===== config.mk =====
export PLATFORM = sky130hd
export DESIGN_NAME = memory_data_queue
export DESIGN_NICKNAME = d
export VERILOG_FILES = /design/src/rtl/memory_data_pkg.sv /design/src/rtl/mdq_ptr.sv /design/src/rtl/memory_data_queue.sv
export SDC_FILE = /design/constraint.sdc
export NUM_CORES = 1
export LEC_CHECK = 0
export CAP_MARGIN = 20
export CORE_MARGIN = 1
export CORE_UTILIZATION = 35
export CTS_CLUSTER_DIAMETER = 120
export DETAILED_ROUTE_END_ITERATION = 12
export GPL_ROUTABILITY_DRIVEN = 0
export SETUP_SLACK_MARGIN = 0.1
export SYNTH_ARGS = -nofsm -noshare
export SYNTH_HDL_FRONTEND = slang
export SYNTH_HIERARCHICAL = 1
export SYNTH_SLANG_ARGS = --single-unit
export TNS_END_PERCENT = 20

===== constraint.sdc =====
create_clock -name FSM_Signal -period 4.1 [get_ports FSM_Signal]
set_clock_uncertainty 0.2 [all_clocks]
set_input_delay 1.025 -clock FSM_Signal [delete_from_list [all_inputs] [get_ports FSM_Signal]]
set_output_delay 1.025 -clock FSM_Signal [all_outputs]
set_load 0.03 [all_outputs]

===== src/rtl/memory_data_pkg.sv =====
// Shared constants and types for the memory data queue: default geometry,
// the 6502 little-endian operand width, and the pointer advance encoding.
package memory_data_pkg;

    localparam int DEFAULT_DATA_W = 8;
    localparam int DEFAULT_DEPTH  = 4;
    localparam int OPERAND_W      = 2 * DEFAULT_DATA_W;

    typedef enum logic [1:0] {
        ADV_NONE = 2'd0,
        ADV_ONE  = 2'd1,
        ADV_TWO  = 2'd2
    } ptr_adv_e;

endpackage


===== src/rtl/mdq_ptr.sv =====
// Wrapping circular-buffer pointer; advances by 0, 1 or 2 per negative clock
// edge and wraps naturally at 2**PTR_W.
module mdq_ptr
    import memory_data_pkg::*;
#(
    parameter int PTR_W = 2
) (
    input  logic             clk,
    input  logic             rst_n,
    input  logic             clr,
    input  ptr_adv_e         adv,
    output logic [PTR_W-1:0] ptr
);

    logic [PTR_W-1:0] ptr_q;
    logic [PTR_W-1:0] ptr_d;

    always_comb begin
        ptr_d = ptr_q;
        if (clr) begin
            ptr_d = '0;
        end else begin
            ptr_d = ptr_q + PTR_W'(adv);
        end
    end

    always_ff @(negedge clk or negedge rst_n) begin
        if (!rst_n) begin
            ptr_q <= '0;
        end else begin
            ptr_q <= ptr_d;
        end
    end

    assign ptr = ptr_q;

endmodule


===== src/rtl/memory_data_queue.sv =====
// Small circular byte queue presenting the head entry and the entry after it
// as a little-endian 16-bit operand; state updates on the falling clock edge.
module memory_data_queue
    import memory_data_pkg::*;
#(
    parameter int DATA_W = DEFAULT_DATA_W,
    parameter int DEPTH  = DEFAULT_DEPTH
) (
    input  logic                        FSM_Signal,
    input  logic                        reset_MDQ_n,
    input  logic                        flush_MDQ,
    input  logic                        load_MDQ,
    input  logic [DATA_W-1:0]           IN_MDQ,
    input  logic                        pop_MDQ,
    input  logic                        pop2_MDQ,
    output logic [DATA_W-1:0]           OUT_MDQ,
    output logic [DATA_W-1:0]           OUT_MDQ_HI,
    output logic [2*DATA_W-1:0]         OUT_WORD,
    output logic                        valid_MDQ,
    output logic                        valid2_MDQ,
    output logic                        full_MDQ,
    output logic                        empty_MDQ,
    output logic [$clog2(DEPTH):0]      count_MDQ,
    output logic                        ovf_err_MDQ,
    output logic                        unf_err_MDQ
);

    localparam int PTR_W = $clog2(DEPTH);
    localparam int CNT_W = PTR_W + 1;

    logic [DATA_W-1:0] mem_q [DEPTH];
    logic [DATA_W-1:0] mem_d [DEPTH];
    logic [CNT_W-1:0]  count_q, count_d;
    logic              ovf_q, ovf_d;
    logic              unf_q, unf_d;

    logic [PTR_W-1:0]  rd_ptr, wr_ptr, rd_ptr_nx;
    ptr_adv_e          rd_adv, wr_adv;

    logic              has_one, has_two, is_full;
    logic              do_pop, do_pop2, push_acc;
    logic [1:0]        n_pop;

    assign has_one = (count_q >= CNT_W'(1));
    assign has_two = (count_q >= CNT_W'(2));
    assign is_full = (count_q == CNT_W'(DEPTH));

    // Requests are single-edge strobes with no ready back-pressure: a request
    // that cannot be honoured is dropped and latched into a sticky error flag.
    // Pop2 outranks pop even when pop2 itself is rejected for lack of data.
    always_comb begin
        do_pop2 = !flush_MDQ && pop2_MDQ && has_two;
        do_pop  = !flush_MDQ && !pop2_MDQ && pop_MDQ && has_one;
        n_pop   = do_pop2 ? 2'd2 : (do_pop ? 2'd1 : 2'd0);
        // A full queue can still take a push when an entry leaves on the same edge.
        push_acc = !flush_MDQ && load_MDQ && (!is_full || (n_pop != 2'd0));

        rd_adv = do_pop2 ? ADV_TWO : (do_pop ? ADV_ONE : ADV_NONE);
        wr_adv = push_acc ? ADV_ONE : ADV_NONE;

        mem_d = mem_q;
        if (push_acc) begin
            mem_d[wr_ptr] = IN_MDQ;
        end

        count_d = count_q;
        if (flush_MDQ) begin
            count_d = '0;
        end else begin
            count_d = count_q + CNT_W'(push_acc) - CNT_W'(n_pop);
        end

        ovf_d = ovf_q;
        unf_d = unf_q;
        if (!flush_MDQ) begin
            if (load_MDQ && !push_acc) begin
                ovf_d = 1'b1;
            end
            if ((pop2_MDQ && !has_two) || (!pop2_MDQ && pop_MDQ && !has_one)) begin
                unf_d = 1'b1;
            end
        end
    end

    always_ff @(negedge FSM_Signal or negedge reset_MDQ_n) begin
        if (!reset_MDQ_n) begin
            mem_q   <= '{default: '0};
            count_q <= '0;
            ovf_q   <= 1'b0;
            unf_q   <= 1'b0;
        end else begin
            mem_q   <= mem_d;
            count_q <= count_d;
            ovf_q   <= ovf_d;
            unf_q   <= unf_d;
        end
    end

    mdq_ptr #(.PTR_W(PTR_W)) u_rd_ptr (
        .clk   (FSM_Signal),
        .rst_n (reset_MDQ_n),
        .clr   (flush_MDQ),
        .adv   (rd_adv),
        .ptr   (rd_ptr)
    );

    mdq_ptr #(.PTR_W(PTR_W)) u_wr_ptr (
        .clk   (FSM_Signal),
        .rst_n (reset_MDQ_n),
        .clr   (flush_MDQ),
        .adv   (wr_adv),
        .ptr   (wr_ptr)
    );

    assign rd_ptr_nx = rd_ptr + PTR_W'(1);

    assign OUT_MDQ     = has_one ? mem_q[rd_ptr]    : '0;
    assign OUT_MDQ_HI  = has_two ? mem_q[rd_ptr_nx] : '0;
    assign OUT_WORD    = {OUT_MDQ_HI, OUT_MDQ};
    assign valid_MDQ   = has_one;
    assign valid2_MDQ  = has_two;
    assign full_MDQ    = is_full;
    assign empty_MDQ   = !has_one;
    assign count_MDQ   = count_q;
    assign ovf_err_MDQ = ovf_q;
    assign unf_err_MDQ = unf_q;

endmodule

==> summary.txt <==
post-route ant nets = 0
YS warnings = 6
commonest non-fill, non-tap cells in the layout = 42 x buf_6, 41 x dfrtn_1, 23 x buf_4
CP Depth = 4
Die Footprint = 7330 um^2
fraction of layout cells with a size suffix above 1 = 0.671
Critical Path RT = 2.87 ns
Seq/Total Area, Yosys = 0.419
wire per inst = 15.5 um
post-layout util = 0.534
main flop type after synthesis = dfrtn_1
R2R Path End = count_MDQ[2]$_DFF_NN0_
Rows = 30
Reg2Reg Setup Slack = 1.50 ns
first-pass GRT wire length = 8.43 mm
final worst setup slack = -0.900 ns
crit path cell chain = buf_6, mux4_2, and2_4, buf_6
Syn Area/Cell = 14.1 um^2
gr ovfl total = 0
Flop pwr share = 0.264
height of the die = 85.6 um
Die Width = 85.6 um
CTS tree = done
Hold WS = 0.239 ns
vias = 1603
# hold bufs at CTS = 0
Pwr Density = 738 nW/um^2
drt pass-1 iters = 3
Synth Area in Simple Gates = 0.0859
crit path DAT = 3.78 ns
Switching Power = 1.03 mW
Clk pwr share = 0.126
DRT Wirelength = 5.04 mm
hold path endpoint = unf_err_MDQ$_DFFE_NN0P_
final slew viol count = 0
combinational family with the most area after synthesis = multiplexers
async set or reset register ratio after synthesis = 1.00
Setup Viol. Count Final = 78
clk sinks = 41
nature of the critical path endpoint = output port
final net count = 265
detailed-route DRC error count = 0
CP max FO = 8
number of synthesized flops with an enable pin = 0
commonest non-fill, non-tap cell in the layout = buf_6
Vias/cell = 4.92
clock root buffer master = clkbuf_8
slowest cell delay on critical path = 0.52 ns
hpwl dp = 3.72 mm
Top delay family on crit path = multiplexers
worst hold path type = reg -> reg
DR iter-0 viols = 37
Tot GR Track Use = 0.151
RSZ-0062 raised after global routing = yes
worst skew pair latency = 0.29 ns
Compound-Gate Fraction of Synth Area = 0.0629
CP Launch Type = flop
flops & latches, synth = 41
combinational power share = 0.611
initial antenna violation count = 0
Synth Area in Adders = 0.0338
Post-DP Area = 3290 um^2
Setup Crit Path Kind = reg -> out
CP bufs+invs = 2
failing checks = setup timing
ANT cells = 0
Starting Density = 0.362
outcome = finished, violations left
vias in the first global route = 1684
Fillers = 580
H-tree depth = 2
CP most frequent cell = buf_6
cell area after synthesis = 2450 um^2
P_int = 1.64 mW
quantity of I/O buffers inserted on ports = 54
Final Cell Area = 3610 um^2
Worst Hold Launch = unf_err_MDQ$_DFFE_NN0P_
Bufs on Longest Clock Path = 2
core area = 6760 um^2
worst r2r path cells = 12
r2r startpoint = count_MDQ[2]$_DFF_NN0_
post-synthesis cell type count = 29
maxcap violations = 0
syn nets = 193
clock slew at reported path FFs = 0.05 ns
I/O Pins = 55
Max IR drop VDD = 0.223 mV
pin count of the biggest net entering global routing = 42
switching portion of total power = 0.385
synthesized instance count = 173
LEAKAGE = 1.62 nW
endpoints failing hold = 0
area growth from synthesis to layout = 47.5%
Critical-path top delay cell = mux4_2
mux share of post-synthesis cell area = 0.295
post-synthesis xor/xnor area fraction = 0.0220
Worst Hold Depth = 2
CTS Buf Count = 5
## cells in the mapped netlist, types with 2 or more instances
| library cell | n | area [um^2] |
|---|---|---|
| dfrtn_1 | 41 | 1030 |
| mux2_2 | 32 | 360 |
| buf_4 | 16 | 120 |
| mux4_2 | 16 | 360 |
| inv_1 | 10 | 37.5 |
| nor2b_1 | 10 | 62.6 |
| and2_1 | 9 | 56.3 |
| ha_1 | 5 | 62.6 |
| nor2_1 | 5 | 18.8 |
| a2111oi_4 | 4 | 110 |
| buf_2 | 3 | 15.0 |
| clkbuf_1 | 3 | 11.3 |
| a21oi_1 | 2 | 10.0 |
| xnor3_1 | 2 | 45.0 |
## power groups by stage
stage | Sequential, mW | Clock (mW) | Combinational, mW
after detailed placement | 0.701 | 0 | 1.53
after floorplan | 0.698 | 0 | 1.12
after CTS | 0.699 | 0.347 | 1.61
final | 0.702 | 0.335 | 1.63
after global placement | 0.695 | 0 | 1.51
after global routing | 0.727 | 0.365 | 1.72
## flip-flops by register name, summed over array words and instances (netlist names)
register      cells
count_MDQ         3
mem_q            32
ovf_err_MDQ       1
u_rd_ptr/ptr      2
u_wr_ptr/ptr      2
unf_err_MDQ       1
## cell type report
class	instances	area, um^2	share of cell area
Inverter	10	37.5	0.0104
Multi-Input combinational cell	99	1400	0.389
Clock inverter	1	30.0	0.00832
Clock buffer	7	86.3	0.0239
Sequential cell	41	1030	0.284
Timing Repair Buffer	88	923	0.256
Tap cell	80	100	0.0277
## through the flow
stage | worst slack [ns] | power, mW | instances | setup TNS, ns
2_1_floorplan | -0.910 | 1.82 | 173 | -41.25
3_3_place_gp | -1.47 | 2.21 | 316 | -78.63
3_5_place_dp | -1.60 | 2.23 | 316 | -79.93
4_1_cts | -0.903 | 2.65 | 326 | -42.77
5_1_grt | -0.953 | 2.81 | 326 | -45.68
6_report | -0.900 | 2.66 | 326 | -41.75
## worst register-to-register path, cell delays in order, from the launching register on
cell	delay, ns
dfrtn_1	0.43
or2_4	0.15
nor2_4	0.05
buf_12	0.15
nor4b_2	0.28
ha_1	0.28
inv_1	0.05
ha_1	0.13
inv_1	0.05
fa_2	0.33
xor2_1	0.17
and2_1	0.14
nor3_1	0.04
## layer usage
layer / vias to the layer above / global-route usage / part of all wire
met1: 821 / 0.196 / 0.47
met5: - / 0 / 0
met4: 0 / 0.0409 / 0.011
met3: 4 / 0.0366 / 0.034
li1: 743 / - / -
met2: 35 / 0.252 / 0.49
## worst max path at each step
stage / slack, ns / start / end
after detailed placement: -1.60 / flush_MDQ / count_MDQ[2]$_DFF_NN0_
final: -0.90 / u_rd_ptr/ptr[0]$_DFF_NN0_ / OUT_MDQ_HI[6]
after global placement: -1.47 / flush_MDQ / count_MDQ[2]$_DFF_NN0_
after global routing: -0.95 / u_rd_ptr/ptr[0]$_DFF_NN0_ / OUT_MDQ_HI[6]
after CTS: -0.90 / u_rd_ptr/ptr[0]$_DFF_NN0_ / OUT_MDQ_HI[5]
after floorplan: -0.91 / flush_MDQ / count_MDQ[2]$_DFF_NN0_
## cells by family (layout without fill, tap and decap cells)
family / after synthesis / count (layout)
AOI/OAI and AO/OA: 9 / 9
xor gates and xnor gates: 3 / 3
adders and majority gates: 6 / 6
buffers and inverters: 33 / 106
DFF: 41 / 41
muxes: 48 / 48
other: 1 / 1
and+or+nand+nor: 32 / 32
## timing repair
action / in CTS / in global routing
buffers inserted: 2 / 0
endpoints found under the setup margin: 81 / 80
hold endpoints to repair: 0 / 0
resized for setup: 261 / 17
pin swaps: 11 / 11
Power figures use the tool's default switching activity.
